$ cat src/rtl/audio_pkg.sv
// ---------------------------------------------------------------------------
// audio_pkg
// Shared definitions for the audio playback path: the default SDRAM word
// address width, the 16-bit sample type and the fetch FSM state encoding.
// ---------------------------------------------------------------------------
package audio_pkg;

    // Default SDRAM word-address width.
    localparam int ADDR_W = 23;

    // One audio sample as delivered to the DAC path.
    typedef logic [15:0] sample_t;

    // Fetch FSM states. The values are fixed so the encoding stays stable
    // for anything that inspects the raw state bits.
    typedef enum logic [2:0] {
        ST_IDLE   = 3'd0,
        ST_REQ    = 3'd1,
        ST_WAIT   = 3'd2,
        ST_PAUSED = 3'd3,
        ST_DRAIN  = 3'd4,
        ST_ABORT  = 3'd5
    } play_state_e;

endpackage

$ cat src/rtl/play_word_fifo.sv
// ---------------------------------------------------------------------------
// play_word_fifo
// Synchronous first-word-fall-through FIFO holding prefetched SDRAM words.
// The head word is visible on head_o whenever empty_o is low.
// Ports:
//   clk_i, rst_i       clock and asynchronous active-high reset
//   push_i, push_data_i  write a word (accepted when not full, or when a
//                      pop happens in the same cycle)
//   pop_i              drop the head word (ignored when empty)
//   flush_i            discard all contents; wins over push and pop
//   head_o             current head word
//   full_o, empty_o    occupancy flags
//   count_o            number of stored words (0..DEPTH)
// ---------------------------------------------------------------------------
module play_word_fifo #(
    parameter int DEPTH = 4,
    parameter int WIDTH = 32
) (
    input  logic                       clk_i,
    input  logic                       rst_i,
    input  logic                       push_i,
    input  logic [WIDTH-1:0]           push_data_i,
    input  logic                       pop_i,
    input  logic                       flush_i,
    output logic [WIDTH-1:0]           head_o,
    output logic                       full_o,
    output logic                       empty_o,
    output logic [$clog2(DEPTH):0]     count_o
);

    localparam int PW = $clog2(DEPTH);
    localparam int CW = PW + 1;
    localparam logic [CW-1:0] DEPTH_C = CW'(DEPTH);

    logic [WIDTH-1:0] mem_q [DEPTH];
    logic [PW-1:0]    wr_ptr_q, rd_ptr_q;
    logic [CW-1:0]    count_q;
    logic             pop_eff, push_eff;

    // A pop on an empty FIFO is meaningless; a push into a full FIFO is
    // only safe when the head leaves in the same cycle.
    assign pop_eff  = pop_i && (count_q != '0);
    assign push_eff = push_i && ((count_q != DEPTH_C) || pop_eff);

    // Pointers wrap naturally because DEPTH is a power of two.
    always_ff @(posedge clk_i or posedge rst_i) begin
        if (rst_i) begin
            wr_ptr_q <= '0;
            rd_ptr_q <= '0;
            count_q  <= '0;
        end else if (flush_i) begin
            wr_ptr_q <= '0;
            rd_ptr_q <= '0;
            count_q  <= '0;
        end else begin
            if (push_eff) wr_ptr_q <= wr_ptr_q + PW'(1);
            if (pop_eff)  rd_ptr_q <= rd_ptr_q + PW'(1);
            count_q <= count_q + CW'(push_eff) - CW'(pop_eff);
        end
    end

    // Storage needs no reset: nothing reads a slot before it is written.
    always_ff @(posedge clk_i) begin
        if (push_eff && !flush_i) mem_q[wr_ptr_q] <= push_data_i;
    end

    assign head_o  = mem_q[rd_ptr_q];
    assign full_o  = (count_q == DEPTH_C);
    assign empty_o = (count_q == '0);
    assign count_o = count_q;

endmodule

$ cat src/rtl/play_core.sv
// ---------------------------------------------------------------------------
// play_core
// Playback engine. Reads 32-bit words from SDRAM over [start, end) (modulo
// 2^ADDR_W), prefetches them into a small FIFO and streams each word as two
// 16-bit samples (low half first) over a valid/ready interface.
// Ports:
//   i_clk, i_rst             clock, asynchronous active-high reset
//   play_start/_start_addr/_end_addr/_loop   start command and its range
//   play_pause               level; freezes reads and sample output
//   play_stop                pulse; abort playback
//   play_done                pulse when playback ends or is aborted
//   play_read/_addr          SDRAM read request, held until finished
//   play_readdata, play_sdram_finished       SDRAM read completion
//   play_audio_data/_valid/_ready            sample stream to the DAC path
// ---------------------------------------------------------------------------
module play_core #(
    parameter int ADDR_W     = audio_pkg::ADDR_W,
    parameter int FIFO_DEPTH = 4
) (
    input  logic              i_clk,
    input  logic              i_rst,
    input  logic              play_start,
    input  logic [ADDR_W-1:0] play_start_addr,
    input  logic [ADDR_W-1:0] play_end_addr,
    input  logic              play_loop,
    input  logic              play_pause,
    input  logic              play_stop,
    output logic              play_done,
    output logic              play_read,
    output logic [ADDR_W-1:0] play_addr,
    input  logic [31:0]       play_readdata,
    input  logic              play_sdram_finished,
    output logic [15:0]       play_audio_data,
    output logic              play_audio_valid,
    input  logic              play_audio_ready
);

    import audio_pkg::*;

    localparam int CW = $clog2(FIFO_DEPTH) + 1;

    play_state_e       state_q, state_d;
    logic [ADDR_W-1:0] cur_q, cur_d;
    logic [ADDR_W-1:0] start_q, start_d;
    logic [ADDR_W-1:0] end_q, end_d;
    logic [ADDR_W-1:0] addr_q, addr_d;
    logic [ADDR_W-1:0] next_cur;
    logic              loop_q, loop_d;
    logic              read_q, read_d;
    logic              done_q, done_d;
    logic              half_q, half_d;

    logic              fifo_push, fifo_pop, fifo_flush;
    logic              fifo_full, fifo_empty;
    logic [CW-1:0]     fifo_count;
    logic [31:0]       fifo_head;
    logic              audio_fire;
    sample_t           sample;

    play_word_fifo #(
        .DEPTH (FIFO_DEPTH),
        .WIDTH (32)
    ) u_fifo (
        .clk_i       (i_clk),
        .rst_i       (i_rst),
        .push_i      (fifo_push),
        .push_data_i (play_readdata),
        .pop_i       (fifo_pop),
        .flush_i     (fifo_flush),
        .head_o      (fifo_head),
        .full_o      (fifo_full),
        .empty_o     (fifo_empty),
        .count_o     (fifo_count)
    );

    // Output side: a word leaves the FIFO only after its high half is sent.
    assign play_audio_valid = !fifo_empty && !play_pause && (state_q != ST_ABORT);
    assign audio_fire       = play_audio_valid && play_audio_ready;
    assign fifo_pop         = audio_fire && half_q;
    assign sample           = half_q ? fifo_head[31:16] : fifo_head[15:0];
    assign play_audio_data  = fifo_empty ? 16'h0000 : sample;

    assign next_cur = cur_q + ADDR_W'(1);

    // Fetch FSM. At most one read is ever outstanding, so checking for a
    // free FIFO slot before issuing reserves room for the in-flight word.
    always_comb begin
        state_d    = state_q;
        cur_d      = cur_q;
        start_d    = start_q;
        end_d      = end_q;
        loop_d     = loop_q;
        read_d     = read_q;
        addr_d     = addr_q;
        done_d     = 1'b0;
        half_d     = audio_fire ? ~half_q : half_q;
        fifo_push  = 1'b0;
        fifo_flush = 1'b0;

        case (state_q)
            ST_IDLE: begin
                if (play_start) begin
                    start_d = play_start_addr;
                    end_d   = play_end_addr;
                    loop_d  = play_loop;
                    cur_d   = play_start_addr;
                    if (play_start_addr == play_end_addr) begin
                        done_d = 1'b1;
                    end else if (play_pause) begin
                        state_d = ST_REQ;
                    end else begin
                        // Issue the first read straight away so it appears
                        // one cycle after the start pulse.
                        read_d  = 1'b1;
                        addr_d  = play_start_addr;
                        state_d = ST_WAIT;
                    end
                end
            end

            ST_REQ: begin
                if (play_stop) begin
                    state_d = ST_ABORT;
                end else if (play_pause) begin
                    state_d = ST_PAUSED;
                end else if (!fifo_full) begin
                    read_d  = 1'b1;
                    addr_d  = cur_q;
                    state_d = ST_WAIT;
                end
            end

            ST_WAIT: begin
                if (play_sdram_finished) begin
                    read_d = 1'b0;
                    if (play_stop) begin
                        state_d = ST_ABORT;
                    end else begin
                        fifo_push = 1'b1;
                        if (next_cur == end_q) begin
                            cur_d   = loop_q ? start_q : next_cur;
                            state_d = loop_q ? ST_REQ : ST_DRAIN;
                        end else begin
                            cur_d   = next_cur;
                            state_d = ST_REQ;
                        end
                    end
                end else if (play_stop) begin
                    state_d = ST_ABORT;
                end
            end

            ST_PAUSED: begin
                if (play_stop) begin
                    state_d = ST_ABORT;
                end else if (!play_pause) begin
                    state_d = ST_REQ;
                end
            end

            ST_DRAIN: begin
                if (play_stop) begin
                    state_d = ST_ABORT;
                end else if (fifo_count == '0) begin
                    done_d  = 1'b1;
                    state_d = ST_IDLE;
                end
            end

            ST_ABORT: begin
                // An outstanding read must still complete on the SDRAM side;
                // its data is simply never pushed.
                if (!read_q || play_sdram_finished) begin
                    read_d     = 1'b0;
                    fifo_flush = 1'b1;
                    half_d     = 1'b0;
                    done_d     = 1'b1;
                    state_d    = ST_IDLE;
                end
            end

            default: begin
                state_d = ST_IDLE;
            end
        endcase
    end

    // State and output registers; reset forces every output low at once.
    always_ff @(posedge i_clk or posedge i_rst) begin
        if (i_rst) begin
            state_q <= ST_IDLE;
            cur_q   <= '0;
            start_q <= '0;
            end_q   <= '0;
            loop_q  <= 1'b0;
            read_q  <= 1'b0;
            addr_q  <= '0;
            done_q  <= 1'b0;
            half_q  <= 1'b0;
        end else begin
            state_q <= state_d;
            cur_q   <= cur_d;
            start_q <= start_d;
            end_q   <= end_d;
            loop_q  <= loop_d;
            read_q  <= read_d;
            addr_q  <= addr_d;
            done_q  <= done_d;
            half_q  <= half_d;
        end
    end

    assign play_read = read_q;
    assign play_addr = addr_q;
    assign play_done = done_q;

endmodule

$ cat config.mk
export PLATFORM = sky130hd
export DESIGN_NAME = play_core
export DESIGN_NICKNAME = d
export VERILOG_FILES = /design/src/rtl/audio_pkg.sv /design/src/rtl/play_word_fifo.sv /design/src/rtl/play_core.sv
export SDC_FILE = /design/constraint.sdc
export NUM_CORES = 1
export LEC_CHECK = 0
export CAP_MARGIN = 15
export CORE_MARGIN = 4
export CORE_UTILIZATION = 36
export DETAILED_ROUTE_END_ITERATION = 7
export GPL_ROUTABILITY_DRIVEN = 0
export HOLD_SLACK_MARGIN = 0.06
export PLACE_DENSITY_LB_ADDON = 0.3
export SLEW_MARGIN = 20
export SYNTH_ARGS = -nofsm -noshare
export SYNTH_HDL_FRONTEND = slang
export SYNTH_HIERARCHICAL = 1
export SYNTH_SLANG_ARGS = --single-unit
export TNS_END_PERCENT = 50
$ cat constraint.sdc
create_clock -name i_clk -period 5.1 [get_ports i_clk]
set_input_delay 1.02 -clock i_clk [delete_from_list [all_inputs] [get_ports i_clk]]
set_output_delay 1.02 -clock i_clk [all_outputs]
set_load 0.01 [all_outputs]
# Yosys cells after proc, flatten, opt, wreduce, memory -nomap -nowiden
# Memory sizes are Yosys's and may differ from the RTL's.
# Cells that the tools add are included.
# classes
add_sub_neg	5
n_eq_ne	23
mux	61
bitwise	1
n_reduce_logical	26
# ops
cell	n
$mux 23	11
$pmux 23 s2	2
$mux 3	16
$eq 23x23->1	2
$mux 16	2
$add 23x1->23 const B	1
$mux 1	22
$ne 2x2->1 const B	9
$pmux 3 s6	1
$ne 3x3->1 const B	5
$reduce_and 7->1	2
$mux 2	5
$eq 3x3->1 const B	3
$reduce_and 9->1	1
$reduce_bool 2->1	4
$logic_and 1x1->1	7
$eq 3x2->1 const B	2
$logic_not 3->1	2
$add 2x1->2 const B	2
$logic_not 1->1	4
$ne 4x4->1 const B	1
$pmux 1 s4	1
$reduce_and 4->1	1
$reduce_bool 4->1	1
8 further kinds	9
# totals
ff_bits	106
mem_bits_rw	128
output_inout_bits	42
elab_cells	129
memories	1
# mem_list
memory	words	width	read_ports	rd_clocked_by_memory_dff	write_ports	line_no	source
u_fifo.mem_q	4	32	1	0	1	play_word_fifo.sv:35	logic [WIDTH-1:0] mem_q [DEPTH];

# Depth between registers and ports, before layout
# logic_depth
ltp_word	12
ltp_mapped	15

# By module
# The synthesis kept the hierarchy.
# by_module_without_submodules
mod	n_inst	cells_per_inst	area_per_inst_um2	seq_area_each_um2
play_core	1	710	6164.7	2477.4
play_word_fifo	1	214	5116.2	4018.9

# Worst setup path after synthesis
# OpenSTA, ideal clock, no wires.
# synth_timing
path_kind	input -> register
from	input play_pause
to	memory u_fifo.mem_q[0][0] (enable)
setup_time_ns	0.392
arrival_ns	3.117
t_required_ns	4.708
path_slack_ns	1.591
stages	7
path_cell_list	clkbuf_1 nor3_1 and2_1 ha_1 nor4b_4 nor3b_1 and2_1
# synth_between
elab_chain_cells	11
# synth_rtl
item	line_no	source
start: declaration	play_core.sv:26	input logic play_pause,
$logic_not 1->1	-	
$logic_and 1x1->1 (2 in a row)	play_core.sv:77	assign play_audio_valid = !fifo_empty && !play_pause && (state_q != ST_ABORT);
via play_audio_valid	play_core.sv:34	output logic play_audio_valid,
$logic_and 1x1->1	play_core.sv:78	assign audio_fire = play_audio_valid && play_audio_ready;
$logic_and 1x1->1	play_core.sv:79	assign fifo_pop = audio_fire && half_q;
via fifo_pop	play_core.sv:53	logic fifo_push, fifo_pop, fifo_flush;
$logic_and 1x1->1	play_word_fifo.sv:42	assign pop_eff = pop_i && (count_q != '0);
$logic_or 1x1->1	play_word_fifo.sv:43	assign push_eff = push_i && ((count_q != DEPTH_C) || pop_eff);
$logic_and 1x1->1	play_word_fifo.sv:43	
$logic_and 1x1->1	play_word_fifo.sv:64	if (push_eff && !flush_i) mem_q[wr_ptr_q] <= push_data_i;
$mux 1	play_word_fifo.sv:64	
$mux 1 (not written as such)	play_word_fifo.sv:64	
end: declaration	play_word_fifo.sv:35	
# The timed path passes the listed nets, and every way through them passes these cells.

# Final worst setup path
# layout_timing
from	register cur_q[4]
to	register cur_q[0]
# layout_between
elab_chain_cells	6
# layout_rtl
item	line_no	source
start: declaration	play_core.sv:43	logic [ADDR_W-1:0] cur_q, cur_d;
start signal: assignment	play_core.sv:202	cur_q <= cur_d;
$add 23x1->23	play_core.sv:83	assign next_cur = cur_q + ADDR_W'(1);
$eq 23x23->1	play_core.sv:140	if (next_cur == end_q) begin
$mux 23	play_core.sv:140	
$mux 23	play_core.sv:136	if (play_stop) begin
$mux 23	play_core.sv:134	if (play_sdram_finished) begin
$pmux 23 s2	play_core.sv:100	case (state_q)
# No other way between the ends. The select of a mux whose other input is x is not followed.
# A chain may end at the register's enable or synchronous reset.

==> metrics.txt <==
status finished clean; FF-to-FF setup slack 0.97 ns; Total GRT Usage 16.2%; Num CTS Buffers 26; global-route wire length before repair 43.8 mm; final hold violation count 0; Primary FF master, synth edfxtp_1; FP Rows 64; via count 7541; drc violations 0; post-synth cell types 67; Initial Util 36.7%; commonest non-fill, non-tap cell in the layout nand2_1; WP data required 5.55 ns; RSZ-0062 raised after global routing no; f_max 0.242 GHz; LEAKAGE 5.35 nW; largest net degree at the start of global routing 49; type of origin of the critical path register; Avg Cell Area, Syn 12.2 µm²; clk buf depth 3; Post-DRT Antenna Nets 0; Ports 128; peak supply drop 0.000257 V; Core Box Area 30700 µm²; Die Area 34200 µm²; I/O Buffers 127; CP Class reg -> reg; YS warnings 6; layout net count 1127; clock-pin slew on the worst setup and hold paths 0.06 ns; number of enable flip-flop cells after synthesis 128; vias in the first global route 7621; initial antenna violation count 0; Slew headroom 24.2%; Internal Power 4.89 mW; CTS sink cnt 234; Syn-to-layout area delta 22.1%; CTS tree built; HP Class reg -> reg; post-CTS setup buffers 0; 1st-pass router iterations 5; grt total ovfl 0; Logic pwr share 35.0%; setup violators final 0; Final TNS setup 0 ns; half-perimeter wire length after placement 18.8 mm; Sw Ratio 35.2%; number of diodes 0; Seq/Total Area, Yosys 57.6%; CP max FO 18; Cells after Synth 924; drt total wl 27.9 mm; Hold Crit Start start_q[21]; die span in y 185 µm; power share of the clock group 25.3%; critical path capture point type register; power density cells 548 nW/µm²; post-CTS sizing 0; Critical path origin cur_q[4]; syn nets 1018; clk_lat worst skew 0.54 ns; fraction of registers with async set/reset 45.3%; Slew Limit Fails 0; Worst-Margin Slew 1.14 ns; mapped cell area 11300 µm²; max-capacitance violation count 0; Worst Hold Slack 0.477 ns; final period utilization 80.9%; share of cells above drive strength 1 10.9%; hold buffer count at cts 0; Flop pwr share 39.7%; worst reg2reg startpoint cur_q[4]; Tmin final 4.13 ns; Root Buffer clkbuf_16; die span in x 185 µm; wire per inst 19.3 µm; Seq cells post-synth 234; Iter 0 DRT Violations 494; Switch Pwr 2.66 mW; CP arrival 4.58 ns; Via density 5.21; most frequent cells in the layout 151 x nand2_1, 128 x edfxtp_1, 127 x clkdlybuf4s50_1; skew final 0.0132 ns; H-Tree Depth 1
[cell usage after synthesis (5+ instances only)]
cell type  instances  area [µm²]
a21oi_1           35         175
a22oi_1           19         143
and2_1             8        50.1
and3_1             5        31.3
buf_2              9        45.0
buf_6              6        67.6
clkbuf_1          45         169
dfrtp_1          106        2650
edfxtp_1         128        3840
ha_1               7        87.6
inv_1             19        71.3
mux2i_1           62         621
mux4_2            32         721
nand2_1          152         571
nand2b_1           6        37.5
nand3_1           12        60.1
nand4_1           14        87.6
nor2_1            62         233
nor3_1            13        65.1
nor4_1             7        43.8
o21ai_0           27         135
o21ai_1            6        30.0
o31ai_1            5        37.5
xnor2_1           32         280
xor2_1            30         263
[per-stage QoR]
step	area, µm²	setup slack [ns]	std cells	utilization (%)	power [mW]
floorplan	11300	1.49	924	-	4.67
global placement	12900	1.08	1401	41.9	5.66
detailed placement	12900	0.979	1401	41.9	5.68
CTS	13800	0.984	1448	44.8	7.62
global route	13800	0.715	1448	44.8	8.04
finish	13800	0.975	1448	44.8	7.55
[path summary, 6_finish.rpt]
kind / cells past startpoint / endpoint
max: 9 / cur_q[0]
min: 2 / start_q[21]
max reg2reg: 9 / cur_q[0]
min reg2reg: 2 / start_q[21]
max in group asynchronous: 3 / play_addr[7]
min in group asynchronous: 2 / u_fifo/wr_ptr_q[1]
[final cells by class]
| cell class | instances | area, µm² |
|---|---|---|
| Clock inverter | 15 | 176 |
| Sequential cell | 234 | 6500 |
| Multi-Input combinational cell | 608 | 4430 |
| Timing Repair Buffer | 144 | 1400 |
| Inverter | 19 | 73.8 |
| Tap cell | 396 | 495 |
| Fill cell | 2847 | 17000 |
| Clock buffer | 32 | 703 |
[sequential cells by signal (all words and copies together), names as in the netlist]
register	count
u_fifo/mem_q	128
cur_q	23
end_q	23
play_addr	23
start_q	23
state_q	3
u_fifo/count_o	3
u_fifo/rd_ptr_q	2
u_fifo/wr_ptr_q	2
half_q	1
loop_q	1
play_done	1
play_read	1
[cell families after synthesis]
group	count (synthesis)	synth area share, %
adders and majority gates	8	0.954
DFF	234	57.6
AOI/OAI and AO/OA	127	7.39
muxes	99	12.4
buffers and inverters	82	3.31
xor gates and xnor gates	65	5.42
and+or+nand+nor	309	12.9
[layer usage]
metal  up-vias  global-route usage (%)  part of all wire [%]
met5         -                       0                     0
met4         0                    3.05                   1.3
met3        32                    3.67                   6.4
met2       195                    27.0                    48
met1      3742                    22.2                    44
li1       3572                       -                     -
[worst max-delay path, cell delays in order (launching register included)]
cell and delay, ns:
dfrtp_1 0.57, nand4_2 0.32, or4_1 0.59, or4_4 0.46
xnor2_1 0.18, a2111oi_0 0.71, nand4_4 0.50, buf_4 0.37
mux2i_1 0.13, o31ai_1 0.18
[power by group through the flow]
stage	Clock (mW)	Sequential (mW)	Combinational (mW)
6_report	1.91	3.00	2.65
5_1_grt	2.03	3.08	2.93
4_1_cts	1.95	3.00	2.67
3_5_place_dp	0	3.03	2.66
3_3_place_gp	0	3.02	2.64
2_1_floorplan	0	2.72	1.95
Power figures use the tool's default switching activity.
==> RTL change 1: new RTL, same settings <==
Re-encode `play_state_e` (6 states) as one-hot, 6 bits wide.
--- a/src/rtl/audio_pkg.sv
+++ b/src/rtl/audio_pkg.sv
@@ -14,11 +14,11 @@
     // Fetch FSM states. The values are fixed so the encoding stays stable
     // for anything that inspects the raw state bits.
-    typedef enum logic [2:0] {
-        ST_IDLE   = 3'd0,
-        ST_REQ    = 3'd1,
-        ST_WAIT   = 3'd2,
-        ST_PAUSED = 3'd3,
-        ST_DRAIN  = 3'd4,
-        ST_ABORT  = 3'd5
+    typedef enum logic [5:0] {
+        ST_IDLE   = 6'b000001,
+        ST_REQ    = 6'b000010,
+        ST_WAIT   = 6'b000100,
+        ST_PAUSED = 6'b001000,
+        ST_DRAIN  = 6'b010000,
+        ST_ABORT  = 6'b100000
     } play_state_e;
 
Behaviour: no difference found for any inputs over 4 cycles, from zero or initial values and one cycle with i_rst high; so few cycles prove little.
==> RTL change 1 against the original RTL <==
Largest cell class unchanged; worst setup slack better by 0.34 ns; global-route usage is 0.25 points lower; power is 2.9% higher; design area rose by 0.98%; synthesized area rose by 1.3%; sequential cell count is 3 higher; critical path depth up 1; maximum frequency increased by 9.0%; wire length up 0.78%.
==> RTL change 1: results (changes against the original RTL) <==
status=finished clean; WL/cell=19.22 um (-0.39%); Vias=7639 (+1.3%); first-pass GRT wire length=43.53 mm (-0.60%); Synth warnings=6 (unchanged); mux contribution to synthesized area=12.00% (-0.42 points); DPL Wire Length=18.74 mm (-0.22%); largest cells by area after synthesis=edfxtp_1, dfrtp_1, mux4_2; Vias/cell=5.214 (+0.12%); Critical Path AT=4.24 ns (-0.34 ns); Synth cell types=75 (+12%); Cell Count Post-Placement=1417 (+1.1%); Async SR Flop Fraction=45.99% (+0.69 points); number of global-route vias before repair=7820 (+2.6%); CTS buffer count=27 (+3.8%); Gate Count Post-Synth=940 (+1.7%); core outline area=0.03099 sq mm (+0.78%); violation count after the first detailed-route iteration=481 (-2.6%); share of cells above drive strength 1=10.38% (-0.55 points); final-stage net count=1144 (+1.5%); post-synthesis sequential area ratio=57.52% (-0.070 points); Post-Synth Adder-Cell Area=0.9416% (-0.012 points); Post-synth EDFFs=128 (unchanged); largest net degree at the start of global routing=82 (+67%); post-synthesis net count=1034 (+1.6%); Lkg Pwr=5.503 nW (+2.8%); worst vdd ir=0.3522 mV (+37%); Compound-Gate Fraction of Synth Area=7.051% (-0.34 points); insertion delay to the later sink of the worst-skew pair=0.54 ns (about the same); crit-path max FO=14 (-4); Largest Register=u_fifo/mem_q; initial antenna violation count=4 (+4); clock skew=0.01514 ns (+0.001971 ns); Post-synth top cells=nand2_1, edfxtp_1, dfrtp_1, mux2i_1, nor2_1; XOR/XNOR share of the synthesized area=5.639% (+0.22 points); Global Route Usage Sum=15.99% (-0.25 points); Slew @ Worst Pin=1.128 ns (-0.009473 ns); critical path's slowest cell=nor4_1
[RTL change 1: kinds of logic (layout without fill, tap and decap cells)]
logic type	count (synthesis)	count (layout)
compound gates	130	130
fa+ha+maj	8	8
buf+inv	89	218
simple gates	313	313
xor+xnor	67	67
mux	96	96
flops	237	237
[RTL change 1: layout make-up]
cell class / count / area [sq um] / share of cell area, %
clock buffers: 35 / 725.7 / 5.218
clock inverters: 13 / 133.9 / 0.9626
inverters: 27 / 106.4 / 0.7647
multi-input cells: 614 / 4456 / 32.03
flip-flops and latches: 237 / 6575 / 47.27
well taps: 396 / 495.5 / 3.562
repair buffers: 143 / 1416 / 10.18
[RTL change 1: where the power goes]
part           internal, mW  total, mW  switching [mW]
logic                  1.45       2.90            1.45
clock network          1.11       1.87           0.760
registers              2.45       3.00           0.554
[RTL change 1: path summary, 6_finish.rpt]
kind / startpoint / endpoint / slack (ns) / cells after the start
setup reg to reg: cur_q[3] / cur_q[20] / 1.31 / 10
hold reg to reg: play_addr[0] / play_addr[0] / 0.47 / 2
setup / recovery: cur_q[3] / cur_q[20] / 1.31 / 10
max in group asynchronous: i_rst / cur_q[8] / 3.23 / 3
hold / removal: play_addr[0] / play_addr[0] / 0.47 / 2
min in group asynchronous: i_rst / u_fifo/count_o[1] / 0.86 / 2
[RTL change 1: routing by layer]
metal  vias up  wire length (um)  global-route usage, %
li1       3589                 -                      -
met3        58              1526                  3.170
met4         8               820                  4.488
met5         -                55                      0
met2       198             13540                  27.05
met1      3786             12210                  21.10
[RTL change 1: stage by stage]
step | total power [mW] | instance area, sq um | worst slack [ns]
floorplan | 4.913 | 11430 | 1.406
global placement | 5.934 | 13050 | 0.8484
detailed placement | 5.970 | 13050 | 0.8502
CTS | 7.868 | 13910 | 1.283
global route | 8.287 | 13910 | 1.015
finish | 7.770 | 13910 | 1.315
==> RTL change 2: new RTL, same flow settings <==
Without the edit above. Take the reset off `addr_q` and load it in a clocked block of its own.
--- a/src/rtl/play_core.sv
+++ b/src/rtl/play_core.sv
@@ -195,5 +195,4 @@
             loop_q  <= 1'b0;
             read_q  <= 1'b0;
-            addr_q  <= '0;
             done_q  <= 1'b0;
             half_q  <= 1'b0;
@@ -205,5 +204,4 @@
             loop_q  <= loop_d;
             read_q  <= read_d;
-            addr_q  <= addr_d;
             done_q  <= done_d;
             half_q  <= half_d;
@@ -211,4 +209,8 @@
     end
 
+    always_ff @(posedge i_clk) begin
+        addr_q <= addr_d;
+    end
+
     assign play_read = read_q;
     assign play_addr = addr_q;
Function: changed (Yosys sat finds a counterexample within 4 cycles, from zero or initial values and one cycle with i_rst high).
==> RTL change 2 against the original RTL <==
Sequential power fell by 1%; maximum frequency up 3.9%; worst setup slack better by 0.15 ns; sequential cell count unchanged; critical path depth increased by 1; highest routed layer is now met5; wire length shrank 2.2%; global-route usage shrank 0.36 points; design area decreased by 0.96%; final cell count fell by 1.3%; synthesized area about the same; power down 8.3%; combinational power down 13%; synthesized cell count decreased by 1.9%; non-clock buffer count stayed put.
==> RTL change 2: results (changes against the original RTL) <==
status=finished clean; Post-Synth Adder-Cell Area=0.9538% (about the same); worst vdd ir=0.2491 mV (-3.2%); Compound-Gate Fraction of Synth Area=4.735% (-2.7 points); first-pass GRT wire length=42.90 mm (-2.0%); share of cells above drive strength 1=12.20% (+1.3 points); clk cell area share=5.449% (-0.94 points); WL/cell=19.12 um (-0.88%); clock skew=0.009784 ns (-0.003383 ns); CTS buffer count=24 (-7.7%); post-synthesis net count=1000 (-1.8%); Fill cells=2840 (-0.25%); Async SR Flop Fraction=35.47% (-9.8 points); Register Area=0.006615 sq mm (+1.8%); M2 GR Usage=25.45% (-1.5 points); Global Route Usage Sum=15.88% (-0.36 points); area occupied by multi-input gates=0.004322 sq mm (-2.4%); highest metal used=met5; crit-path max FO=19 (+1); Int Pwr=4.565 mW (-6.7%); DPL Wire Length=18.32 mm (-2.5%); Post-synth EDFFs=151 (+18%); Lkg Pwr=4.999 nW (-6.6%); DRT met1 WL=12.52 mm (+1.8%); grt met3 use=2.946% (-0.73 points); mux contribution to synthesized area=10.59% (-1.8 points); largest cells by area after synthesis=edfxtp_1, dfrtp_1, mux4_2; Clock buffer cells=31 (-3.1%)
==> RTL change 2: cell count changes after synthesis, sizes merged, moves of 19 or more <==
cell	change
nor2	-20
dfrtp	-23
nand3	+26
mux2	+19
a21oi	-23
edfxtp	+23
mux2i	-42
==> RTL change 2: through the flow <==
| stage | cell area (sq um) | cells | setup slack [ns] |
|---|---|---|---|
| floorplan | 11280 | 906 | 1.734 |
| global placement | 12900 | 1386 | 1.205 |
| detailed placement | 12900 | 1386 | 1.196 |
| CTS | 13640 | 1429 | 1.155 |
| global route | 13640 | 1429 | 0.8554 |
| finish | 13640 | 1429 | 1.130 |
==> RTL change 2: power by group through the flow <==
| stage | logic, mW | registers, mW | clock network [mW] |
|---|---|---|---|
| after detailed placement | 2.32 | 3.00 | 0 |
| after CTS | 2.33 | 2.96 | 1.71 |
| after global placement | 2.30 | 2.99 | 0 |
| final | 2.30 | 2.96 | 1.66 |
| after floorplan | 1.79 | 2.67 | 0 |
| after global routing | 2.54 | 3.03 | 1.79 |
==> RTL change 2: path summary, 6_finish.rpt <==
check / start / to / cells after the start / slack [ns]
worst max-delay path: cur_q[0] / cur_q[5] / 10 / 1.13
worst min-delay path: start_q[22] / start_q[22] / 2 / 0.48
worst max register to register: cur_q[0] / cur_q[5] / 10 / 1.13
worst min register to register: start_q[22] / start_q[22] / 2 / 0.48
max in group asynchronous: i_rst / cur_q[14] / 3 / 3.20
min in group asynchronous: i_rst / u_fifo/rd_ptr_q[0] / 2 / 0.79
==> RTL change 2: kinds of logic after synthesis <==
family          Yosys count
xor+xnor                 67
compound gates           78
fa+ha+maj                 8
buf+inv                  74
simple gates            369
mux                      76
flops                   234
